[src/rtl/div_pkg.sv]
// Shared definitions for the iterative restoring divider.
// States, default operand width and iteration counter width.
package div_pkg;

    localparam int DIV_WIDTH = 32;
    localparam int DIV_CNT_W = $clog2(DIV_WIDTH);

    typedef enum logic [1:0] {
        IDLE = 2'd0,
        PREP = 2'd1,
        CALC = 2'd2,
        FIX  = 2'd3
    } div_state_e;

endpackage

[src/rtl/div_step.sv]
// One restoring division step: shift the {rem, quo} pair left,
// trial-subtract the divisor and restore if the result is negative.
module div_step
    import div_pkg::*;
#(
    parameter int WIDTH = DIV_WIDTH
) (
    input  logic [WIDTH-1:0] rem_i,
    input  logic [WIDTH-1:0] quo_i,
    input  logic [WIDTH-1:0] dvs_i,
    output logic [WIDTH-1:0] rem_o,
    output logic [WIDTH-1:0] quo_o
);

    logic [WIDTH:0] shifted;
    logic [WIDTH:0] diff;

    // Trial subtract on WIDTH+1 bits so the borrow is the sign bit
    always_comb begin
        shifted = {rem_i, quo_i[WIDTH-1]};
        diff    = shifted - {1'b0, dvs_i};
        if (!diff[WIDTH]) begin
            rem_o = diff[WIDTH-1:0];
            quo_o = {quo_i[WIDTH-2:0], 1'b1};
        end else begin
            rem_o = shifted[WIDTH-1:0];
            quo_o = {quo_i[WIDTH-2:0], 1'b0};
        end
    end

endmodule

[src/rtl/iterative_divider.sv]
// Signed iterative divider, one quotient bit per cycle.
// Optional DIV_BY_ZERO_CHECK_EN adds a short-cut divide-by-zero path.
module iterative_divider
    import div_pkg::*;
#(
    parameter int WIDTH = DIV_WIDTH
) (
    input  logic             clk,
    input  logic             rst,
    input  logic             start,
    input  logic [WIDTH-1:0] dividend,
    input  logic [WIDTH-1:0] divisor,
    output logic             busy,
    output logic             done,
    output logic [WIDTH-1:0] quotient,
    output logic [WIDTH-1:0] remainder,
    output logic             div_by_zero
);

    localparam int CW = $clog2(WIDTH);

    div_state_e       state_q, state_d;
    logic [WIDTH-1:0] opa_q, opa_d;
    logic [WIDTH-1:0] opb_q, opb_d;
    logic [WIDTH-1:0] quo_q, quo_d;
    logic [WIDTH-1:0] rem_q, rem_d;
    logic [WIDTH-1:0] dvs_q, dvs_d;
    logic [CW-1:0]    cnt_q, cnt_d;
    logic             q_neg_q, q_neg_d;
    logic             r_neg_q, r_neg_d;
    logic             done_q, done_d;
    logic [WIDTH-1:0] quot_q, quot_d;
    logic [WIDTH-1:0] remo_q, remo_d;
    logic [WIDTH-1:0] step_rem;
    logic [WIDTH-1:0] step_quo;
`ifdef DIV_BY_ZERO_CHECK_EN
    logic             dz_q, dz_d;
    logic             dbz_q, dbz_d;
`endif

    div_step #(.WIDTH(WIDTH)) u_step (
        .rem_i (rem_q),
        .quo_i (quo_q),
        .dvs_i (dvs_q),
        .rem_o (step_rem),
        .quo_o (step_quo)
    );

    // Next-state and datapath control for the IDLE/PREP/CALC/FIX sequence
    always_comb begin
        state_d = state_q;
        opa_d   = opa_q;
        opb_d   = opb_q;
        quo_d   = quo_q;
        rem_d   = rem_q;
        dvs_d   = dvs_q;
        cnt_d   = cnt_q;
        q_neg_d = q_neg_q;
        r_neg_d = r_neg_q;
        done_d  = 1'b0;
        quot_d  = quot_q;
        remo_d  = remo_q;
`ifdef DIV_BY_ZERO_CHECK_EN
        dz_d    = dz_q;
        dbz_d   = dbz_q;
`endif
        unique case (state_q)
            IDLE: begin
                if (start) begin
                    opa_d   = dividend;
                    opb_d   = divisor;
                    q_neg_d = dividend[WIDTH-1] ^ divisor[WIDTH-1];
                    r_neg_d = dividend[WIDTH-1];
                    state_d = PREP;
`ifdef DIV_BY_ZERO_CHECK_EN
                    dz_d    = (divisor == '0);
                    if (divisor == '0) begin
                        state_d = FIX;
                    end
`endif
                end
            end
            PREP: begin
                // Negating -2^(W-1) yields the right unsigned magnitude
                quo_d   = opa_q[WIDTH-1] ? (~opa_q + 1'b1) : opa_q;
                dvs_d   = opb_q[WIDTH-1] ? (~opb_q + 1'b1) : opb_q;
                rem_d   = '0;
                cnt_d   = CW'(WIDTH - 1);
                state_d = CALC;
            end
            CALC: begin
                rem_d = step_rem;
                quo_d = step_quo;
                if (cnt_q == '0) begin
                    state_d = FIX;
                end else begin
                    cnt_d = cnt_q - 1'b1;
                end
            end
            FIX: begin
                done_d  = 1'b1;
                state_d = IDLE;
                quot_d  = q_neg_q ? (~quo_q + 1'b1) : quo_q;
                remo_d  = r_neg_q ? (~rem_q + 1'b1) : rem_q;
`ifdef DIV_BY_ZERO_CHECK_EN
                dbz_d   = dz_q;
                if (dz_q) begin
                    quot_d = '1;
                    remo_d = opa_q;
                end
`endif
            end
            default: state_d = IDLE;
        endcase
    end

    // State registers with synchronous reset
    always_ff @(posedge clk) begin
        if (rst) begin
            state_q <= IDLE;
            opa_q   <= '0;
            opb_q   <= '0;
            quo_q   <= '0;
            rem_q   <= '0;
            dvs_q   <= '0;
            cnt_q   <= '0;
            q_neg_q <= 1'b0;
            r_neg_q <= 1'b0;
            done_q  <= 1'b0;
            quot_q  <= '0;
            remo_q  <= '0;
        end else begin
            state_q <= state_d;
            opa_q   <= opa_d;
            opb_q   <= opb_d;
            quo_q   <= quo_d;
            rem_q   <= rem_d;
            dvs_q   <= dvs_d;
            cnt_q   <= cnt_d;
            q_neg_q <= q_neg_d;
            r_neg_q <= r_neg_d;
            done_q  <= done_d;
            quot_q  <= quot_d;
            remo_q  <= remo_d;
        end
    end

`ifdef DIV_BY_ZERO_CHECK_EN
    // Divide-by-zero tracking and sticky-until-next-done flag
    always_ff @(posedge clk) begin
        if (rst) begin
            dz_q  <= 1'b0;
            dbz_q <= 1'b0;
        end else begin
            dz_q  <= dz_d;
            dbz_q <= dbz_d;
        end
    end

    assign div_by_zero = dbz_q;
`else
    assign div_by_zero = 1'b0;
`endif

    assign busy      = (state_q != IDLE);
    assign done      = done_q;
    assign quotient  = quot_q;
    assign remainder = remo_q;

endmodule
[config.mk]
export PLATFORM = sky130hd
export DESIGN_NAME = iterative_divider
export DESIGN_NICKNAME = d
export VERILOG_FILES = /design/src/rtl/div_pkg.sv /design/src/rtl/div_step.sv /design/src/rtl/iterative_divider.sv
export SDC_FILE = /design/constraint.sdc
export NUM_CORES = 1
export LEC_CHECK = 0
export BUFFER_PORTS_ARGS = -buffer_cell sky130_fd_sc_hd__clkbuf_2
export CORE_UTILIZATION = 44
export DETAILED_ROUTE_END_ITERATION = 8
export GPL_TIMING_DRIVEN = 0
export HOLD_SLACK_MARGIN = 0.06
export PLACE_DENSITY = 0.61
export SLEW_MARGIN = 20
export SYNTH_ARGS = -nofsm -noshare
export SYNTH_HDL_FRONTEND = slang
export SYNTH_SLANG_ARGS = --single-unit
[constraint.sdc]
create_clock -name clk -period 5.3 [get_ports clk]
set_clock_uncertainty 0.1 [all_clocks]
set_input_delay 0.53 -clock clk [delete_from_list [all_inputs] [get_ports clk]]
set_output_delay 0.53 -clock clk [all_outputs]
set_load 0.03 [all_outputs]
==> impl_metrics.py, run 1 <==
metrics = {
    "status": {
        "outcome": "completed",
    },
    "synth": {
        "register_bit_total_from_synthesis": 233,
        "ys_types": 58,
        "synth_edf_count": 0,
        "seq_area_frac_synth": 0.3635,
        "synthTopCellsByArea": "sky130_fd_sc_hd__dfxtp_1 (36%), sky130_fd_sc_hd__xor2_1 (7.8%), sky130_fd_sc_hd__nand2_1 (7.4%)",
        "asyncSetResetFlopFracSynth": 0,
        "synth_top_flop_cell": "sky130_fd_sc_hd__dfxtp_1",
        "synth.yosys.warnings": 0,
        "synthesis.area_per_instance_um2": 7.999,
        "mappedNetlistNets": 1715,
        "netlist.top_cell.by_area": "sky130_fd_sc_hd__dfxtp_1",
        "fraction_of_synthesized_cell_area_taken_by_the_top_area_cell_type": 0.3635,
        "synthesis.area_mm2": 0.01283,
        "syn_inst": 1604,
    },
    "power": {
        "ir_worst_vdd_v": 0.0002310,
        "pwrdens_mw_per_mm2": 553.3,
        "leakagePower_uw": 0.005884,
    },
    "routing": {
        "dr.pass1.iters": 6,
        "viasPerCell": 5.363,
        "routedWlPerCell_um": 16.99,
        "drc": 0,
        "routed-via-count": 11630,
        "routed_wirelength_um": 36830,
        "antenna_left": 0,
        "drt-initial-drc-count": 904,
    },
    "floorplanning": {
        "floorplan.rows": 62,
        "die_width_um": 172.8,
        "top_level_ports": 134,
        "core_area_mm2": 0.02870,
        "initial_utilization": 0.4470,
        "chipHeight_um": 172.8,
        "dieArea_mm2": 0.02985,
    },
    "placement": {
        "routabilityCongestion": 0.8926,
        "placed_area_mm2": 0.01397,
        "i_o_buffers": 132,
        "dp.final_hpwl_um": 28630,
    },
    "cells_and_area": {
        "multiInputGateArea_mm2": 0.007585,
        "filler_instances": 2827,
        "regArea_mm2": 0.004664,
        "antennaDiodeCount": 0,
        "final_cell_mix": "sky130_fd_sc_hd__nand2_1 (252), sky130_fd_sc_hd__dfxtp_1 (233), sky130_fd_sc_hd__nor2_1 (157)",
        "area_growth_pct": 16.43,
        "finish.net_count": 1875,
        "drive_gt1_frac": 0.1087,
        "final_common_cell": "sky130_fd_sc_hd__nand2_1",
        "design_area_mm2": 0.01494,
    },
    "hold_path": {
        "hp-class": "in -> reg",
        "worstHoldEndpoint": "opa_q[11]",
        "worst_hold_path.num_cells": 3,
        "worst_hold_startpoint": "dividend[11]",
    },
    "setup_path": {
        "rrSetupSlack_ns": 0.49,
        "cp.buffers_inverters": 3,
        "critPathTopFamily": "compound AO/OA/AOI/OAI gates",
        "path_common_cell": "sky130_fd_sc_hd__a21oi_1",
        "worstSetupStartpoint": "quo_q[31]",
        "path_depth": 14,
        "critical-path-slowest-cell": "sky130_fd_sc_hd__o31ai_1",
        "timing.reg2reg.worst_path_depth": 14,
        "crit_required_ns": 5.60,
        "critPathArrivalTime_ns": 5.10,
        "timing.critical_path.from_type": "flop",
        "critPathKind": "reg -> reg",
        "reg2reg_from": "quo_q[31]",
        "crit_path_max_fanout": 10,
        "path_cells": "inv_1 -> ha_1 -> fa_1 -> nand2b_1 -> a21oi_1 -> or3b_2 -> a21oi_1 -> a31oi_1 -> o31ai_1 -> xnor2_1 -> buf_1 -> clkbuf_2 -> mux2i_1 -> o21ai_0",
        "category_of_the_worst_setup_path_capture_point": "flop",
        "critical_path.reg2reg.endpoint": "rem_q[10]",
        "maximum_single_stage_delay_on_the_critical_path_ns": 0.73,
    },
    "clocking": {
        "number_of_buffers_added_by_the_clock_tree_synthesis_step": 26,
        "cts_setup_buffers": 0,
        "cts_root_buffer": "sky130_fd_sc_hd__clkbuf_16",
        "clockBufferDepth": 3,
        "htree_num_levels": 1,
        "register_clock_pin_slew_on_the_reported_worst_setup_and_hold_paths_ns": 0.06,
        "clock_latency_ns": 0.54,
        "tritoncts_clock_tree": "yes",
        "ctsHoldBuffers": 0,
        "clock-sinks": 233,
    },
    "timing": {
        "unrepaired_setup_endpoints_after_global_routing": "no",
        "maxClockFrequency_mhz": 208.1,
        "layout_min_cycle_time_ns": 4.806,
        "slew_hr": 0.3304,
        "timing_worst_slew_pin_value_ns": 0.9914,
        "drv_slew": 0,
        "fin_tns_setup_ns": 0,
        "final.period_utilization": 0.9068,
        "setup_viol": 0,
        "timing_hold_violations_final": 0,
    },
    "global_route": {
        "first_global_vias": 10840,
        "grt_pass1_wl_um": 59570,
        "grt_use_total": 0.2438,
        "gr-total-overflow": 0,
        "grt_max_degree": 14,
        "grt_antenna_before_repair": 0,
    },
    "job": {
        "max_cap_violations": 0,
    },
}
## worst reg2reg max path, stage by stage (launching register included)
cell                       delay [ns]
sky130_fd_sc_hd__dfxtp_1         0.29
sky130_fd_sc_hd__inv_1           0.19
sky130_fd_sc_hd__ha_1            0.24
sky130_fd_sc_hd__fa_1            0.21
sky130_fd_sc_hd__nand2b_1        0.15
sky130_fd_sc_hd__a21oi_1         0.09
sky130_fd_sc_hd__or3b_2          0.47
sky130_fd_sc_hd__a21oi_1         0.45
sky130_fd_sc_hd__a31oi_1         0.22
sky130_fd_sc_hd__o31ai_1         0.73
sky130_fd_sc_hd__xnor2_1         0.21
sky130_fd_sc_hd__buf_1           0.53
sky130_fd_sc_hd__clkbuf_2        0.45
sky130_fd_sc_hd__mux2i_1         0.23
sky130_fd_sc_hd__o21ai_0         0.08
## state kept, by name, summed over array words and instances (netlist names)
name       flops
opa_q         32
opb_q         32
quo_q         32
dvs_q         32
remainder     32
rem_q         32
state_q        2
done           1
cnt_q          5
quotient      32
q_neg_q        1
## through the flow
stage,cells,setup WS (ns),util,hold WS [ns],total power (uW)
after global routing,2168,0.1833,0.5205,0.1152,8872
after detailed placement,2120,0.3928,0.4868,0.3612,6272
after global placement,2120,0.4249,0.4868,0.3594,6216
after floorplan,1604,1.321,-,0.3375,5302
after CTS,2168,0.3160,0.5204,0.08730,8275
final,2168,0.4939,0.5205,0.1083,8266
## area by class of cell
class	count	share of cell area
Multi-Input combinational cell	1217	0.5077
Tap cell	384	0.03216
Buffer	95	0.02420
Timing Repair Buffer	132	0.04422
Clock buffer	37	0.05168
Sequential cell	233	0.3122
Inverter	59	0.01482
Clock inverter	11	0.01298
## per-layer routing
metal	track usage	part of all wire	vias up
li1	-	-	5965
met1	0.3811	0.53	5309
met2	0.3516	0.40	305
met3	0.02595	0.047	48
met4	0.06158	0.022	0
met5	0	0	-
## power by group
part / internal (uW) / switching, uW / leakage (uW) / total [uW]
logic: 1460 / 2330 / 0.00351 / 3790
registers: 2120 / 369 / 0.00190 / 2490
clock network: 1260 / 736 / 0.000475 / 1990
total: 4830 / 3440 / 0.00588 / 8270
## repair_timing
item / 4_1_cts / 5_1_grt
endpoints found under the setup margin: 0 / 10
gates resized for setup: 0 / 1
hold endpoints to repair: 0 / 0
## how the worst max path moves through the flow
stage	endpoint	slack, ns
floorplan	rem_q[10]	1.32
global route	rem_q[11]	0.18
CTS	rem_q[10]	0.32
finish	rem_q[10]	0.49
global placement	rem_q[14]	0.42
detailed placement	rem_q[13]	0.39
## cells in the mapped netlist, types with 6 or more instances
master and instances:
sky130_fd_sc_hd__a211oi_1 89, sky130_fd_sc_hd__a21o_1 12, sky130_fd_sc_hd__a21oi_1 108, sky130_fd_sc_hd__a32oi_1 8, sky130_fd_sc_hd__and2_1 7, sky130_fd_sc_hd__and3_1 7, sky130_fd_sc_hd__buf_1 17, sky130_fd_sc_hd__clkbuf_1 77
sky130_fd_sc_hd__dfxtp_1 233, sky130_fd_sc_hd__ha_1 43, sky130_fd_sc_hd__inv_1 59, sky130_fd_sc_hd__mux2i_1 63, sky130_fd_sc_hd__nand2_1 252, sky130_fd_sc_hd__nand2b_1 14, sky130_fd_sc_hd__nand3_1 12, sky130_fd_sc_hd__nor2_1 157
sky130_fd_sc_hd__nor2b_1 7, sky130_fd_sc_hd__nor3_1 10, sky130_fd_sc_hd__nor4_1 8, sky130_fd_sc_hd__o21ai_0 111, sky130_fd_sc_hd__o22ai_1 6, sky130_fd_sc_hd__o31ai_1 31, sky130_fd_sc_hd__o41ai_1 18, sky130_fd_sc_hd__or3_1 12
sky130_fd_sc_hd__or4_1 23, sky130_fd_sc_hd__xnor2_1 34, sky130_fd_sc_hd__xor2_1 115
## cell families (layout without fill, tap and decap cells)
logic type                 Yosys count  after routing  synth area share
buffers and inverters              154            334           0.04534
xor gates and xnor gates           149            149            0.1017
AOI/OAI and AO/OA                  425            425            0.2107
other                                1              1         0.0002923
and+or+nand+nor                    535            535            0.1858
muxes                               63             63           0.04915
DFF                                233            233            0.3635
adders and majority gates           44             44           0.04349
(Power assumes the default switching activity.)
==> run 2: changes to the inputs <==
--- a/config.mk
+++ b/config.mk
@@ -8,7 +8,6 @@
 export BUFFER_PORTS_ARGS = -buffer_cell sky130_fd_sc_hd__clkbuf_2
 export CORE_UTILIZATION = 44
 export DETAILED_ROUTE_END_ITERATION = 8
-export GPL_TIMING_DRIVEN = 0
 export HOLD_SLACK_MARGIN = 0.06
 export PLACE_DENSITY = 0.61
 export SLEW_MARGIN = 20
==> run 2 against run 1 <==
Sequential power barely moved; final cell count down 3.8%; via count fell by 4.6%; combinational power fell by 4%; critical endpoint is now remainder[28]; first-iteration DRC count decreased by 13%; sequential share of layout area rose by 0.51 points; maximum frequency is 24% higher; wire length down 9.0%.
==> impl_metrics.py, run 2 (synthesis results as in run 1) <==
metrics = {
    "clocking": {
        "cts_root_buffer": "sky130_fd_sc_hd__clkbuf_16",
        "htree_num_levels": 1,
        "clockBufferDepth": 3,
        "number_of_buffers_added_by_the_clock_tree_synthesis_step": 27,
        "ctsHoldBuffers": 0,
        "cts_setup_buffers": 0,
        "register_clock_pin_slew_on_the_reported_worst_setup_and_hold_paths_ns": 0.06,
        "clock_latency_ns": 0.54,
        "cts_resized": 0,
        "tritoncts_clock_tree": "yes",
        "clock-sinks": 233,
    },
    "hold_path": {
        "hp-class": "in -> reg",
    },
    "global_route": {
        "grt_pass1_wl_um": 53460,
        "grt_antenna_before_repair": 0,
        "first_global_vias": 9903,
        "grt_max_degree": 83,
        "gr-total-overflow": 0,
        "grt_use_total": 0.2171,
    },
    "setup_path": {
        "crit_required_ns": 5.58,
        "category_of_the_worst_setup_path_capture_point": "flop",
        "critPathArrivalTime_ns": 4.16,
        "critPathKind": "reg -> reg",
        "timing.critical_path.from_type": "flop",
        "crit_path_max_fanout": 8,
    },
    "timing": {
        "drv_slew": 0,
        "timing_worst_slew_pin_value_ns": 1.025,
        "maxClockFrequency_mhz": 257.8,
        "slew_hr": 0.3164,
        "layout_min_cycle_time_ns": 3.879,
        "timing_hold_violations_final": 0,
        "fin_tns_setup_ns": 0,
        "hold_slack_ns": 0.1057,
        "unrepaired_setup_endpoints_after_global_routing": "no",
        "final.period_utilization": 0.7319,
        "setup_viol": 0,
    },
    "placement": {
        "placed_cells_incl_taps": 2037,
        "routabilityCongestion": 0.9118,
        "i_o_buffers": 132,
        "dp.final_hpwl_um": 24460,
    },
    "cells_and_area": {
        "final_common_cell": "sky130_fd_sc_hd__nand2_1",
        "antennaDiodeCount": 0,
        "final_cell_mix": "sky130_fd_sc_hd__nand2_1 (251), sky130_fd_sc_hd__dfxtp_1 (231), sky130_fd_sc_hd__nor2_1 (155)",
        "area_growth_pct": 14.64,
        "post_layout_nonfiller_instances": 2085,
        "drive_gt1_frac": 0.1270,
        "finish.net_count": 1793,
    },
    "routing": {
        "viasPerCell": 5.320,
        "drc": 0,
        "antenna_left": 0,
        "routed_wirelength_um": 33530,
        "routed-via-count": 11090,
        "routedWlPerCell_um": 16.08,
        "dr.pass1.iters": 5,
        "drt-initial-drc-count": 788,
    },
    "floorplanning": {
        "dieArea_mm2": 0.02985,
        "chipHeight_um": 172.8,
        "top_level_ports": 134,
        "die_width_um": 172.8,
        "core_area_mm2": 0.02870,
        "initial_utilization": 0.4470,
        "floorplan.rows": 62,
    },
    "power": {
        "pwrdens_mw_per_mm2": 549.9,
        "fin_total_pwr_uw": 8089,
        "leakagePower_uw": 0.005831,
        "ir_worst_vdd_v": 0.0005514,
    },
    "status": {
        "outcome": "completed",
    },
    "job": {
        "max_cap_violations": 0,
    },
}
-- run 2: cell types whose count changed in the layout (fill, tap and decap cells not counted), moves of 3 or more --
cell and delta:
sky130_fd_sc_hd__clkbuf_1 -77, sky130_fd_sc_hd__buf_1 -16, sky130_fd_sc_hd__buf_4 +11, sky130_fd_sc_hd__ha_1 -4
sky130_fd_sc_hd__clkbuf_8 -3, sky130_fd_sc_hd__ha_2 +3, sky130_fd_sc_hd__inv_6 +3
-- run 2: worst paths after layout --
check	start	end	slack, ns	cells after the start
max	rem_q[6]	remainder[28]	1.42	8
min	divisor[15]	opb_q[15]	0.11	3
min reg2reg	quotient[29]	quotient[29]	0.36	2
max reg2reg	rem_q[6]	remainder[28]	1.42	8
-- run 2: metrics by stage --
stage	util	setup slack, ns	instance area (um^2)
2_1_floorplan	-	1.321	12830
3_3_place_gp	0.4788	1.255	13740
3_5_place_dp	0.4796	1.455	13770
4_1_cts	0.5123	1.420	14700
5_1_grt	0.5125	1.174	14710
6_report	0.5125	1.421	14710
-- run 2: final cells by class --
class,count,area [um^2]
Sequential cell,233,4667
Timing Repair Buffer,144,757.0
Tap cell,384,480.5
Inverter,59,221.5
Multi-Input combinational cell,1217,7646
Clock inverter,13,181.4
Clock buffer,35,755.7
Fill cell,2833,13990
-- run 2: power by group --
part / internal (uW) / total (uW) / switching [uW] / leakage [uW]
Clock: 1200 / 1940 / 744 / 0.000458
Combinational: 1440 / 3620 / 2190 / 0.00348
Sequential: 2120 / 2520 / 403 / 0.00190
Total: 4750 / 8090 / 3340 / 0.00583
-- run 2: routing by layer --
| layer | track usage | vias to the layer above | wire length, um |
|---|---|---|---|
| met2 | 0.2969 | 271 | 12990 |
| met5 | 0 | - | 0 |
| li1 | - | 5790 | - |
| met3 | 0.02704 | 37 | 1623 |
| met1 | 0.3534 | 4994 | 18380 |
| met4 | 0.04646 | 0 | 530 |
-- run 2: worst max-delay path, cell delays in order (launching register included) --
cell,delay [ns]
sky130_fd_sc_hd__dfxtp_1,0.38
sky130_fd_sc_hd__or4_1,0.59
sky130_fd_sc_hd__or3_1,0.40
sky130_fd_sc_hd__or4_1,0.48
sky130_fd_sc_hd__or4_1,0.54
sky130_fd_sc_hd__or4_1,0.57
sky130_fd_sc_hd__o31ai_1,0.26
sky130_fd_sc_hd__xor2_1,0.28
sky130_fd_sc_hd__a211oi_1,0.11
